<file path="config.mk">
export PLATFORM = sky130hd
export DESIGN_NAME = rule_sched
export DESIGN_NICKNAME = d
export VERILOG_FILES = /design/src/rtl/fuzzy_pkg.sv /design/src/rtl/seq_div.sv /design/src/rtl/rule_sched.sv
export SDC_FILE = /design/constraint.sdc
export NUM_CORES = 1
export LEC_CHECK = 0
export CAP_MARGIN = 10
export CORE_UTILIZATION = 54
export CTS_BUF_LIST = sky130_fd_sc_hd__clkbuf_2
export DETAILED_ROUTE_END_ITERATION = 10
export PLACE_DENSITY = 0.73
export SYNTH_ARGS = -nofsm -noshare
export SYNTH_HDL_FRONTEND = slang
export SYNTH_SLANG_ARGS = --single-unit
</file>
<file path="constraint.sdc">
create_clock -name clk -period 12.3 [get_ports clk]
set_input_delay 2.46 -clock clk [delete_from_list [all_inputs] [get_ports clk]]
set_output_delay 2.46 -clock clk [all_outputs]
set_load 0.02 [all_outputs]
</file>
<file path="src/rtl/fuzzy_pkg.sv">
// Shared types and widths for the two-input fuzzy rule scheduler.
// Latency: n/a (types, constants and one pure helper function).
// Backpressure: n/a.
package fuzzy_pkg;

  localparam int MU_W     = 16;  // membership width
  localparam int NUM_W    = 35;  // signed weighted-sum accumulator
  localparam int DEN_W    = 18;  // unsigned weight-sum accumulator
  localparam int MAG_W    = 34;  // magnitude of the numerator
  localparam int DIV_ITER = 34;  // one quotient bit per iteration

  typedef enum logic [1:0] {IDLE, EVAL, DIV, DONE} state_e;
  typedef enum logic [1:0] {NN, NP, PN, PP} rule_e;

  typedef struct packed {
    logic [MU_W-1:0] t_neg;
    logic [MU_W-1:0] t_pos;
    logic [MU_W-1:0] d_neg;
    logic [MU_W-1:0] d_pos;
  } mu_t;

  // Reapply the sign to a truncated quotient magnitude and clamp to int16.
  function automatic logic [15:0] sat_s16(input logic neg, input logic [MAG_W-1:0] mag);
    logic [15:0] lo;
    lo = mag[15:0];
    if (!neg) return (mag > MAG_W'(32767)) ? 16'h7FFF : lo;
    return (mag > MAG_W'(32768)) ? 16'h8000 : 16'(-lo);
  endfunction

endpackage

</file>
<file path="src/rtl/seq_div.sv">
// Restoring unsigned divider, 34-bit dividend / 18-bit divisor, one quotient bit per cycle.
// Latency: start edge performs iteration 1; done rises with the 34th iteration (33 edges later).
// Backpressure: none; divisor must stay stable until done, quotient holds until next start.
module seq_div
  import fuzzy_pkg::*;
(
  input  logic             clk,
  input  logic             rst_n,
  input  logic             start,
  input  logic [MAG_W-1:0] dividend,
  input  logic [DEN_W-1:0] divisor,
  output logic             done,
  output logic [MAG_W-1:0] quot
);

  logic [DEN_W-1:0] rem_q, rem_d;
  logic [MAG_W-1:0] quo_q, quo_d;
  logic [5:0]       cnt_q, cnt_d;
  logic             done_q, done_d;

  logic [DEN_W-1:0] src_rem, it_rem;
  logic [MAG_W-1:0] src_quo, it_quo;
  logic [DEN_W:0]   sh;

  // One restoring step; a start folds the operand load into the first step.
  always_comb begin
    src_rem = start ? '0 : rem_q;
    src_quo = start ? dividend : quo_q;
    sh      = {src_rem, src_quo[MAG_W-1]};
    if (sh >= {1'b0, divisor}) begin
      it_rem = DEN_W'(sh - {1'b0, divisor});
      it_quo = {src_quo[MAG_W-2:0], 1'b1};
    end else begin
      it_rem = sh[DEN_W-1:0];
      it_quo = {src_quo[MAG_W-2:0], 1'b0};
    end

    rem_d  = rem_q;
    quo_d  = quo_q;
    cnt_d  = cnt_q;
    done_d = done_q;
    if (start) begin
      rem_d  = it_rem;
      quo_d  = it_quo;
      cnt_d  = 6'(DIV_ITER - 1);
      done_d = 1'b0;
    end else if (cnt_q != 6'd0) begin
      rem_d  = it_rem;
      quo_d  = it_quo;
      cnt_d  = cnt_q - 6'd1;
      done_d = (cnt_q == 6'd1);
    end
  end

  // Divider state registers.
  always_ff @(posedge clk or negedge rst_n) begin
    if (!rst_n) begin
      rem_q  <= '0;
      quo_q  <= '0;
      cnt_q  <= '0;
      done_q <= 1'b0;
    end else begin
      rem_q  <= rem_d;
      quo_q  <= quo_d;
      cnt_q  <= cnt_d;
      done_q <= done_d;
    end
  end

  assign done = done_q;
  assign quot = quo_q;

endmodule

</file>
<file path="src/rtl/rule_sched.sv">
// Four-rule fuzzy inference with weighted-average defuzzification on shared min/mul/div.
// Latency: result valid 39 edges after acceptance (6 edges when every rule weight is zero).
// Backpressure: accepts only in IDLE; DONE holds the result until out_ready.
module rule_sched
  import fuzzy_pkg::*;
#(
  parameter logic signed [15:0] S_NN = -16'sd1000,
  parameter logic signed [15:0] S_NP = 16'sd0,
  parameter logic signed [15:0] S_PN = 16'sd0,
  parameter logic signed [15:0] S_PP = 16'sd1000
) (
  input  logic               clk,
  input  logic               rst_n,
  input  logic               in_valid,
  output logic               in_ready,
  input  logic [MU_W-1:0]    muT_neg,
  input  logic [MU_W-1:0]    muT_pos,
  input  logic [MU_W-1:0]    muD_neg,
  input  logic [MU_W-1:0]    muD_pos,
  output logic               out_valid,
  input  logic               out_ready,
  output logic signed [15:0] u,
  output logic               zero_w,
  output logic               busy
);

  state_e                   state_q, state_d;
  rule_e                    rule_q, rule_d;
  mu_t                      mu_q, mu_d;
  logic signed [NUM_W-1:0]  num_q, num_d;
  logic [DEN_W-1:0]         den_q, den_d;
  logic                     first_q, first_d;
  logic [15:0]              u_q, u_d;
  logic                     zero_w_q, zero_w_d;

  logic [MU_W-1:0]          mu_a, mu_b, w;
  logic signed [15:0]       s_sel;
  logic signed [NUM_W-1:0]  w_ext, s_ext, prod;
  logic                     num_neg;
  logic [MAG_W-1:0]         num_mag;
  logic                     div_start, div_done;
  logic [MAG_W-1:0]         div_quot;

  // Shared rule datapath: one min comparator and one multiplier, steered by the rule index.
  always_comb begin
    case (rule_q)
      NN:      begin mu_a = mu_q.t_neg; mu_b = mu_q.d_neg; s_sel = S_NN; end
      NP:      begin mu_a = mu_q.t_neg; mu_b = mu_q.d_pos; s_sel = S_NP; end
      PN:      begin mu_a = mu_q.t_pos; mu_b = mu_q.d_neg; s_sel = S_PN; end
      default: begin mu_a = mu_q.t_pos; mu_b = mu_q.d_pos; s_sel = S_PP; end
    endcase
    w       = (mu_a < mu_b) ? mu_a : mu_b;
    w_ext   = {{(NUM_W-MU_W){1'b0}}, w};
    s_ext   = {{(NUM_W-16){s_sel[15]}}, s_sel};
    prod    = w_ext * s_ext;
    num_neg = num_q[NUM_W-1];
    num_mag = MAG_W'(num_neg ? -num_q : num_q);
  end

  seq_div u_div (
    .clk      (clk),
    .rst_n    (rst_n),
    .start    (div_start),
    .dividend (num_mag),
    .divisor  (den_q),
    .done     (div_done),
    .quot     (div_quot)
  );

  // Sequencer: next state, accumulator updates and result capture.
  always_comb begin
    state_d   = state_q;
    rule_d    = rule_q;
    mu_d      = mu_q;
    num_d     = num_q;
    den_d     = den_q;
    first_d   = first_q;
    u_d       = u_q;
    zero_w_d  = zero_w_q;
    div_start = 1'b0;
    case (state_q)
      IDLE: begin
        if (in_valid) begin
          mu_d    = '{t_neg: muT_neg, t_pos: muT_pos, d_neg: muD_neg, d_pos: muD_pos};
          num_d   = '0;
          den_d   = '0;
          rule_d  = NN;
          state_d = EVAL;
        end
      end
      EVAL: begin
        num_d  = num_q + prod;
        den_d  = den_q + DEN_W'(w);
        rule_d = rule_e'(rule_q + 2'd1);
        if (rule_q == PP) begin
          state_d = DIV;
          first_d = 1'b1;
        end
      end
      DIV: begin
        // First DIV cycle launches the divider; a zero weight sum waits one cycle then reports.
        first_d   = 1'b0;
        div_start = first_q && (den_q != '0);
        if (!first_q) begin
          if (den_q == '0) begin
            u_d      = '0;
            zero_w_d = 1'b1;
            state_d  = DONE;
          end else if (div_done) begin
            u_d      = sat_s16(num_neg, div_quot);
            zero_w_d = 1'b0;
            state_d  = DONE;
          end
        end
      end
      default: begin
        if (out_ready) state_d = IDLE;
      end
    endcase
  end

  // State and datapath registers.
  always_ff @(posedge clk or negedge rst_n) begin
    if (!rst_n) begin
      state_q  <= IDLE;
      rule_q   <= NN;
      mu_q     <= '0;
      num_q    <= '0;
      den_q    <= '0;
      first_q  <= 1'b0;
      u_q      <= '0;
      zero_w_q <= 1'b0;
    end else begin
      state_q  <= state_d;
      rule_q   <= rule_d;
      mu_q     <= mu_d;
      num_q    <= num_d;
      den_q    <= den_d;
      first_q  <= first_d;
      u_q      <= u_d;
      zero_w_q <= zero_w_d;
    end
  end

  assign in_ready  = (state_q == IDLE);
  assign out_valid = (state_q == DONE);
  assign busy      = (state_q != IDLE);
  assign u         = u_q;
  assign zero_w    = zero_w_q;

endmodule

</file>
==> flow_results.xml <==
<?xml version="1.0" encoding="UTF-8"?>
<metrics>
  <group name="detailed_routing">
    <metric name="dr_total_vias" unit="">14804</metric>
    <metric name="firstDrtPassIters" unit="">5</metric>
    <metric name="route.detailed.drc" unit="">0</metric>
    <metric name="detail_route.iter0.violations" unit="">1024</metric>
    <metric name="routedWlPerCell" unit="um">17.8</metric>
    <metric name="wl" unit="um">45900</metric>
    <metric name="antenna_violating_nets_post_route" unit="">0</metric>
    <metric name="drt-vias-per-instance" unit="">5.73</metric>
  </group>
  <group name="final_layout">
    <metric name="filler_cell_count" unit="">2991</metric>
    <metric name="final-seq-area" unit="um2">4880</metric>
    <metric name="multiInputGateArea" unit="um2">13000</metric>
    <metric name="area_growth_syn_to_layout" unit="%">7.86</metric>
    <metric name="post_route_cells_drive_above_1_share" unit="%">6.91</metric>
    <metric name="nNetsFinal" unit="">2527</metric>
  </group>
  <group name="clock_tree">
    <metric name="clockRootBuffer" unit="">sky130_fd_sc_hd__clkbuf_2</metric>
    <metric name="cts_tree" unit="">yes</metric>
    <metric name="cts_buffers" unit="">17</metric>
    <metric name="cts_max_path_buffers" unit="">2</metric>
    <metric name="worst_setup_hold_path_clk_slew" unit="ns">0.33</metric>
    <metric name="clock_insertion_delay_worst_skew" unit="ns">0.90</metric>
    <metric name="cts_hold_buffers" unit="">0</metric>
    <metric name="cts_num_sinks" unit="">195</metric>
    <metric name="htree_num_levels" unit="">4</metric>
    <metric name="cts_setup_buffers" unit="">0</metric>
    <metric name="number_of_gates_given_a_new_drive_strength_after_cts" unit="">0</metric>
  </group>
  <group name="sta">
    <metric name="setup_repair_after_global_routing_missed_its_margin" unit="">no</metric>
    <metric name="clock.fmax" unit="GHz">0.0915</metric>
    <metric name="fin_tns_setup" unit="ns">0</metric>
    <metric name="relSlewSlack" unit="%">41.2</metric>
    <metric name="finalHoldViolCount" unit="">0</metric>
    <metric name="timing.final.setup_violations" unit="">0</metric>
    <metric name="slew_viol_final" unit="">0</metric>
    <metric name="fin_hold_ws" unit="ns">0.532</metric>
    <metric name="tightest_slew" unit="ns">0.859</metric>
    <metric name="timing.clock.skew" unit="ns">0.0456</metric>
    <metric name="period_minus_slack" unit="ns">10.93</metric>
    <metric name="final.period_utilization" unit="%">88.9</metric>
  </group>
  <group name="worst_setup_path">
    <metric name="timing.critical_path.slowest_cell_delay" unit="ns">0.74</metric>
    <metric name="path_delay_family" unit="">adder cells</metric>
    <metric name="path_common_cell" unit="">sky130_fd_sc_hd__inv_1</metric>
    <metric name="worst-endpoint-required" unit="ns">13.14</metric>
    <metric name="timing.critical_path.slowest_stage_cell" unit="">sky130_fd_sc_hd__mux2i_1</metric>
    <metric name="crit_end" unit="">num_q[34]</metric>
    <metric name="worstSetupStartpointType" unit="">register</metric>
    <metric name="r2r_setup_slack" unit="ns">1.37</metric>
    <metric name="kind_of_end_point_of_the_critical_path" unit="">register</metric>
    <metric name="worstSetupPathDepth" unit="">33</metric>
    <metric name="ff2ff_path_depth" unit="">33</metric>
    <metric name="critPathBufInv" unit="">7</metric>
    <metric name="r2r_start" unit="">rule_q[0]</metric>
    <metric name="critical_path.startpoint" unit="">rule_q[0]</metric>
    <metric name="crit_arrival" unit="ns">11.77</metric>
    <metric name="crit_fanout" unit="">33</metric>
    <metric name="regToRegEndpoint" unit="">num_q[34]</metric>
    <metric name="critical_path_class" unit="">reg -&gt; reg</metric>
  </group>
  <group name="job">
    <metric name="timing.max_cap.violations" unit="">0</metric>
  </group>
  <group name="global_routing">
    <metric name="antenna_violations_before_repair" unit="">2</metric>
    <metric name="grtUsageTotal" unit="%">26.4</metric>
    <metric name="grt_first_pass_wirelength" unit="um">75800</metric>
    <metric name="number_of_global_route_vias_before_repair" unit="">14821</metric>
    <metric name="grt_remaining_overflow" unit="">0</metric>
    <metric name="grt_max_degree" unit="">78</metric>
  </group>
  <group name="floorplanning">
    <metric name="dieHeight" unit="um">191</metric>
    <metric name="dieArea" unit="um2">36400</metric>
    <metric name="rows" unit="">68</metric>
    <metric name="boundaryPins" unit="">88</metric>
    <metric name="effective_utilization_at_floorplan" unit="%">55.3</metric>
    <metric name="core_area" unit="um2">34800</metric>
    <metric name="fp.dieW" unit="um">191</metric>
  </group>
  <group name="synthesis">
    <metric name="async_flop_share" unit="%">100</metric>
    <metric name="seq_area_frac_synth" unit="%">25.3</metric>
    <metric name="netlist-cell-type-count" unit="">76</metric>
    <metric name="synthFlopType" unit="">sky130_fd_sc_hd__dfrtp_1</metric>
    <metric name="synth.net_count" unit="">2489</metric>
    <metric name="yosysWarningCount" unit="">0</metric>
    <metric name="synth_area" unit="um2">19300</metric>
    <metric name="post_synth.cell_area_avg" unit="um2">9.28</metric>
    <metric name="post_synth_inst_count" unit="">2075</metric>
    <metric name="number_of_synthesized_flops_with_an_enable_pin" unit="">0</metric>
    <metric name="synth_seq_cells" unit="">195</metric>
  </group>
  <group name="placed_design">
    <metric name="place.gp.congestion" unit="">0.938</metric>
    <metric name="port_buffers" unit="">87</metric>
    <metric name="place_hpwl" unit="um">36500</metric>
  </group>
  <group name="min_path">
    <metric name="hp-class" unit="">reg -&gt; reg</metric>
  </group>
  <group name="run_status">
    <metric name="run_status" unit="">complete, no violations</metric>
  </group>
</metrics>
sequential cells by signal, indices dropped and copies added (netlist names):
register and flops:
state_q 2, first_q 1, u_div.done 1, u 16, u_div.cnt_q 6, u_div.quot 34, u_div.rem_q 18, mu_q 64
num_q 32, den_q 18, zero_w 1, rule_q 2
kinds of logic (layout without fill, tap and decap cells):
logic type               Yosys count  count (layout)  share of synthesized area (%)
adder cells (fa/ha/maj)          346             346                           29.1
multiplexers                     117             117                           6.60
other                              0               1                              0
XOR/XNOR                         113             113                           5.14
AND/OR/NAND/NOR                  531             531                           13.3
flip-flops                       195             195                           25.3
AO/OA/AOI/OAI                    398             398                           13.1
buffers and inverters            375             426                           7.38
synthesized netlist by cell type (all sizes together), types with 16 or more instances:
cell type | n | share of area (%)
xnor2 | 69 | 3.1
a21o | 33 | 1.3
dfrtp | 195 | 25
nor2 | 97 | 2.1
nand2 | 206 | 4.0
ha | 177 | 12
and2 | 32 | 1.0
inv | 291 | 5.7
nor2b | 17 | 0.55
o22ai | 26 | 0.84
a21oi | 83 | 2.2
mux2 | 77 | 4.5
clkbuf | 67 | 1.3
buf | 17 | 0.40
nor3 | 35 | 0.91
mux2i | 40 | 2.1
xor2 | 44 | 2.0
nand3 | 36 | 0.94
o21ai | 103 | 2.7
nand2b | 37 | 1.2
a22o | 16 | 0.73
a31oi | 45 | 1.5
fa | 169 | 18
through the flow:
stage / std cells / setup slack, ns / cell area [um2] / utilization [%]
3_5_place_dp: 2549 / 1.47 / 20500 / 58.9
6_report: 2582 / 1.37 / 20800 / 59.7
5_1_grt: 2582 / 0.760 / 20800 / 59.7
2_1_floorplan: 2075 / 3.32 / 19300 / -
4_1_cts: 2581 / 1.46 / 20800 / 59.7
3_3_place_gp: 2549 / 1.96 / 20500 / 58.9
worst min-delay path by stage:
stage,depth (start not counted),end,from
2_1_floorplan,1,mu_q[1],mu_q[1]
3_3_place_gp,2,zero_w,zero_w
3_5_place_dp,2,u[15],u[15]
4_1_cts,2,u[15],u[15]
5_1_grt,1,mu_q[46],mu_q[46]
6_report,2,u[15],u[15]
routing by layer:
| layer | share of wire, % | vias up | global-route usage [%] |
|---|---|---|---|
| li1 | - | 7066 | - |
| met1 | 45 | 7327 | 36.0 |
| met2 | 48 | 342 | 43.5 |
| met3 | 3.9 | 69 | 3.13 |
| met4 | 2.6 | 0 | 8.77 |
| met5 | 0 | - | 0 |
worst reg2reg max path, delay by kind of cell (launching register included):
| family | cells | cell delay, ns |
|---|---|---|
| AND/OR/NAND/NOR | 5 | 1.49 |
| flip-flops | 1 | 0.49 |
| buffers and inverters | 7 | 0.65 |
| adder cells (fa/ha/maj) | 9 | 3.99 |
| multiplexers | 3 | 1.55 |
| AO/OA/AOI/OAI | 9 | 2.71 |
placed cells by master (no fill, tap or decap), types with 31 or more instances in the layout:
cell,count
sky130_fd_sc_hd__mux2_2,76
sky130_fd_sc_hd__dfrtp_1,194
sky130_fd_sc_hd__nand3_1,35
sky130_fd_sc_hd__mux2i_1,39
sky130_fd_sc_hd__ha_1,177
sky130_fd_sc_hd__o21ai_0,100
sky130_fd_sc_hd__a21o_1,33
sky130_fd_sc_hd__clkdlybuf4s50_1,86
sky130_fd_sc_hd__nand2b_1,37
sky130_fd_sc_hd__a31oi_1,45
sky130_fd_sc_hd__nor2_1,94
sky130_fd_sc_hd__nand2_1,205
sky130_fd_sc_hd__inv_1,290
sky130_fd_sc_hd__and2_1,31
sky130_fd_sc_hd__fa_1,169
sky130_fd_sc_hd__xor2_1,44
sky130_fd_sc_hd__a21oi_1,82
sky130_fd_sc_hd__xnor2_1,69
sky130_fd_sc_hd__nor3_1,35
final cells by class:
class | instances | share of cell area (%)
repair buffers | 103 | 4.79
clock inverters | 15 | 0.879
clock buffers | 17 | 0.410
diodes | 1 | 0.0120
inverters | 291 | 5.26
multi-input cells | 1505 | 62.4
well taps | 455 | 2.74
flip-flops and latches | 195 | 23.5
Power is left out: the tool's default activity adds up to more than one toggle a clock period on the data nets, which glitch-free logic cannot reach.
==> variant 1, RTL diff (same flow settings) <==
The package constant `NUM_W` goes from 35 to 39.
--- a/src/rtl/fuzzy_pkg.sv
+++ b/src/rtl/fuzzy_pkg.sv
@@ -5,5 +5,5 @@
 
   localparam int MU_W     = 16;  // membership width
-  localparam int NUM_W    = 35;  // signed weighted-sum accumulator
+  localparam int NUM_W    = 39;  // signed weighted-sum accumulator
   localparam int DEN_W    = 18;  // unsigned weight-sum accumulator
   localparam int MAG_W    = 34;  // magnitude of the numerator
Function: same outputs for any inputs over 4 cycles, from zero or initial values and one cycle with rst_n low; that may be too few to reach the edited logic, so the function may still have changed.
==> variant 1 against the unedited design <==
- highest routed layer unchanged
- routed wire length decreased by 1.8%
- setup slack got worse by 0.026 ns
- count of clock-buffer cells in the layout increased by 1
- first-iteration DRC count decreased by 2.9%
- final area increased by 0.28%
- critical path depth unchanged
- area after synthesis increased by 0.46%
- sequential cell count increased by 4
- clock skew increased by 0.017 ns
Power is left out: it rests on default switching activity, and per cell area and clock period it moved more than threefold.
==> variant 1: results (changes against the unedited design) <==
status=complete, no violations; routability cong.=0.914 (-2.6%); H-tree lvl count=4 (unchanged); clock-pin slew on the worst setup and hold paths=0.31 ns (-0.02 ns); layout cells sized above 1=6.96% (+0.049 points); antenna violations before repair=0 (-2); GRT Util Overall=26.2% (-0.24 points); Max FO, Critical Path=27 (-18%); Compound-Gate Fraction of Synth Area=13.4% (+0.23 points); R2R Setup Slk=1.34 ns (-0.03 ns); DP Worst Slack=1.51 ns (+0.0453 ns); met3 global-route usage=3.95% (+0.82 points); drt first pass iters=6 (+1); max reg flops=64 (unchanged); largest net degree at the start of global routing=75 (-3.8%); Seq/Total Area, Yosys=25.7% (+0.40 points); First DRT Iteration DRCs=994 (-2.9%); fmax=91.2 MHz (-0.23%); DR vias=14505 (-2.0%); met2 GRT Util=43.3% (-0.22 points); n_diodes=0 (-1); DP Wirelength=35800 µm (-1.8%); Placed Cells=2491 (-2.3%); cells after synthesis=2006 (-3.3%); adder-cell share of the synthesized area=30.2% (+1.1 points); vias per std cell=5.75 (+0.27%); Clock Latency Late Sink=0.92 ns (+0.02 ns); sequential standard cell area=4980 µm² (+2.0%); Net Count, Synth=2435 (-2.2%); buffers inserted by post-CTS timing repair=0 (unchanged); max_slew headroom=35.8% (-5.5 points); Synth area leaders=dfrtp_1, fa_1, ha_1, inv_1, mux2_2; mux cell area share after synthesis=7.86% (+1.3 points); crit path capture=num_q[35]; Post-synth top cells=inv_1, dfrtp_1, ha_1, fa_1, nand2_1; FILL cells=3038 (+1.6%); Arr. time, crit path=11.79 ns (+0.02 ns); Total Wirelength=45100 µm (-1.8%); clock skew=0.0625 ns (+0.0169 ns); GRT met1 Usage=35.9% (-0.14 points); hold wc startpoint=num_q[34]; first-pass GRT wire length=75400 µm (-0.56%)
[variant 1: worst min path at each step]
stage	end	depth (start not counted)	slack, ns
after global routing	num_q[34]	2	0.55
after floorplan	num_q[34]	2	0.46
after CTS	num_q[34]	2	0.54
after global placement	u[15]	2	0.47
after detailed placement	num_q[34]	2	0.48
final	num_q[34]	2	0.54
[variant 1: cell type report]
cell class / instances / area share (%)
inverter: 284 / 5.12
clock inverter: 13 / 0.451
multi-input combinational: 1453 / 62.7
tap: 455 / 2.73
sequential: 199 / 23.9
timing repair buffer: 101 / 4.70
clock buffer: 18 / 0.432
[variant 1: layer usage]
layer / vias up / part of all wire [%]
met3: 58 / 5.6
met1: 7156 / 45
li1: 6887 / -
met5: - / 0
met2: 404 / 48
met4: 0 / 1.8
[variant 1: worst min-delay path, delay by kind of cell, from the launching register on]
kind	cells	cell delay (ns)
compound gates	1	0.06
flops	1	0.43
simple gates	1	0.05
==> variant 2, RTL diff (config.mk and constraints unchanged) <==
Without the edit above. The 4 states of `state_e` get a Gray code encoding in 2 bits.
--- a/src/rtl/fuzzy_pkg.sv
+++ b/src/rtl/fuzzy_pkg.sv
@@ -10,5 +10,5 @@
   localparam int DIV_ITER = 34;  // one quotient bit per iteration
 
-  typedef enum logic [1:0] {IDLE, EVAL, DIV, DONE} state_e;
+  typedef enum logic [1:0] {IDLE = 2'b00, EVAL = 2'b01, DIV = 2'b11, DONE = 2'b10} state_e;
   typedef enum logic [1:0] {NN, NP, PN, PP} rule_e;
 
Formal check against the unedited RTL: same outputs for any inputs over 4 cycles, from zero or initial values and one cycle with rst_n low; so few cycles prove little.
==> variant 2 against the unedited design <==
- synthesized cell count is 4.1% higher
- setup slack better by 0.32 ns
- routed wire length is 1.4% higher
- maximum frequency is 3.0% higher
- final cell count is 3.6% higher
- non-clock buffer count is 6 higher
- die area is 1.3% lower
- sequential cell count stayed put
- the run now ends with DRC left
- final area is 1.2% lower
- area after synthesis is 1.3% lower
Power is not shown: default switching activity piles up to over one toggle a cycle in this logic, so the estimate is an artifact.
==> variant 2: results (changes against the unedited design) <==
DR WL/cell=17.4 µm (-2.1%); Arr. time, crit path=11.44 ns (-0.33 ns); routability cong.=0.951 (+1.3%); root buf cell=clkbuf_2; Post-Layout Cell Count=2674 (+3.6%); via count of the first global-routing pass=15040 (+1.5%); max reg flops=64 (unchanged); cell with the most instances after synthesis=nand2_1; Ys Warns=0 (unchanged); hold wc startpoint=mu_q[41]; Synth area leaders=dfrtp_1, fa_1, ha_1, nand2_1, inv_1; CP peak stage delay=0.61 ns (-0.13 ns); DP Worst Slack=1.53 ns (+0.0606 ns); max_slew headroom=21.2% (-20 points); GRT Util Overall=26.8% (+0.39 points); clock-pin slew on the worst setup and hold paths=between 0.3 and 0.4 ns; Clock Latency Late Sink=0.92 ns (+0.02 ns); DRC violations left=2 (+2); antenna violations before repair=2 (unchanged); status=finished, violations left; drt first pass iters=8 (+3); Slowest-stage cell, CP=o31ai_4; Net Count, Synth=2570 (+3.3%); layout cells sized above 1=4.06% (-2.9 points); synth unique cells=77 (+1.3%); First DRT Iteration DRCs=1296 (+27%); Post-synth top cells=nand2_1, inv_1, dfrtp_1, ha_1, fa_1; first-pass GRT wire length=76300 µm (+0.68%); Post-DRT Antenna Nets=0 (unchanged); failing checks=DRC; post-synthesis average cell area=8.80 µm² (-5.2%); Seq/Total Area, Yosys=25.7% (+0.33 points); clock skew=0.0740 ns (+0.0284 ns); Max FO, Critical Path=22 (-33%); DP Wirelength=36600 µm (+0.28%); H-tree lvl count=4 (unchanged); vias per std cell=5.70 (-0.61%); IO buf count=87 (unchanged); largest net degree at the start of global routing=104 (+33%); FILL cells=3049 (+1.9%)
==> variant 2: per-stage QoR <==
stage               util, %  cell area, µm²
floorplan                 -           19000
global placement       58.7           20300
detailed placement     58.7           20300
CTS                    59.2           20500
global route           59.3           20500
finish                 59.3           20500
==> variant 2: kinds of logic after synthesis <==
kind of cell | synth area share (%)
and+or+nand+nor | 16.9
buffers and inverters | 7.48
AOI/OAI and AO/OA | 13.0
adders and majority gates | 29.3
DFF | 25.7
xor gates and xnor gates | 4.79
muxes | 2.88
==> variant 2: path summary, 6_finish.rpt <==
check | endpoint | slack (ns) | depth (start not counted)
worst min register to register | mu_q[41] | 0.51 | 2
min in group asynchronous | num_q[23] | 1.62 | 1
worst min-delay path | mu_q[41] | 0.51 | 2
worst max-delay path | num_q[34] | 1.68 | 32
max in group asynchronous | mu_q[7] | 8.86 | 3
worst max register to register | num_q[34] | 1.68 | 32
==> variant 2: layout make-up <==
| cell class | count | area [µm²] | area share (%) |
|---|---|---|---|
| clock inverter | 12 | 85.1 | 0.415 |
| inverter | 294 | 1100 | 5.38 |
| clock buffer | 19 | 95.1 | 0.463 |
| antenna | 2 | 5.00 | 0.0244 |
| sequential | 195 | 4880 | 23.8 |
| multi-input combinational | 1588 | 12700 | 62.1 |
| tap | 455 | 569 | 2.77 |
| timing repair buffer | 109 | 1040 | 5.05 |
==> variant 2: worst max-delay path: cells and delay by family (launching register included) <==
kind	cells	cell delay (ns)
adder cells (fa/ha/maj)	9	4.06
AO/OA/AOI/OAI	7	2.36
AND/OR/NAND/NOR	8	1.86
buffers and inverters	7	1.24
multiplexers	1	0.51
flip-flops	1	0.49
==> variant 2: metal layers <==
layer  vias up  wire (µm)  global-route usage [%]
met2       421      22700                    44.9
met3        59       2410                    4.24
met1      7483      20700                    35.9
li1       7275          -                       -
met5         -          0                       0
met4         0        803                    7.26
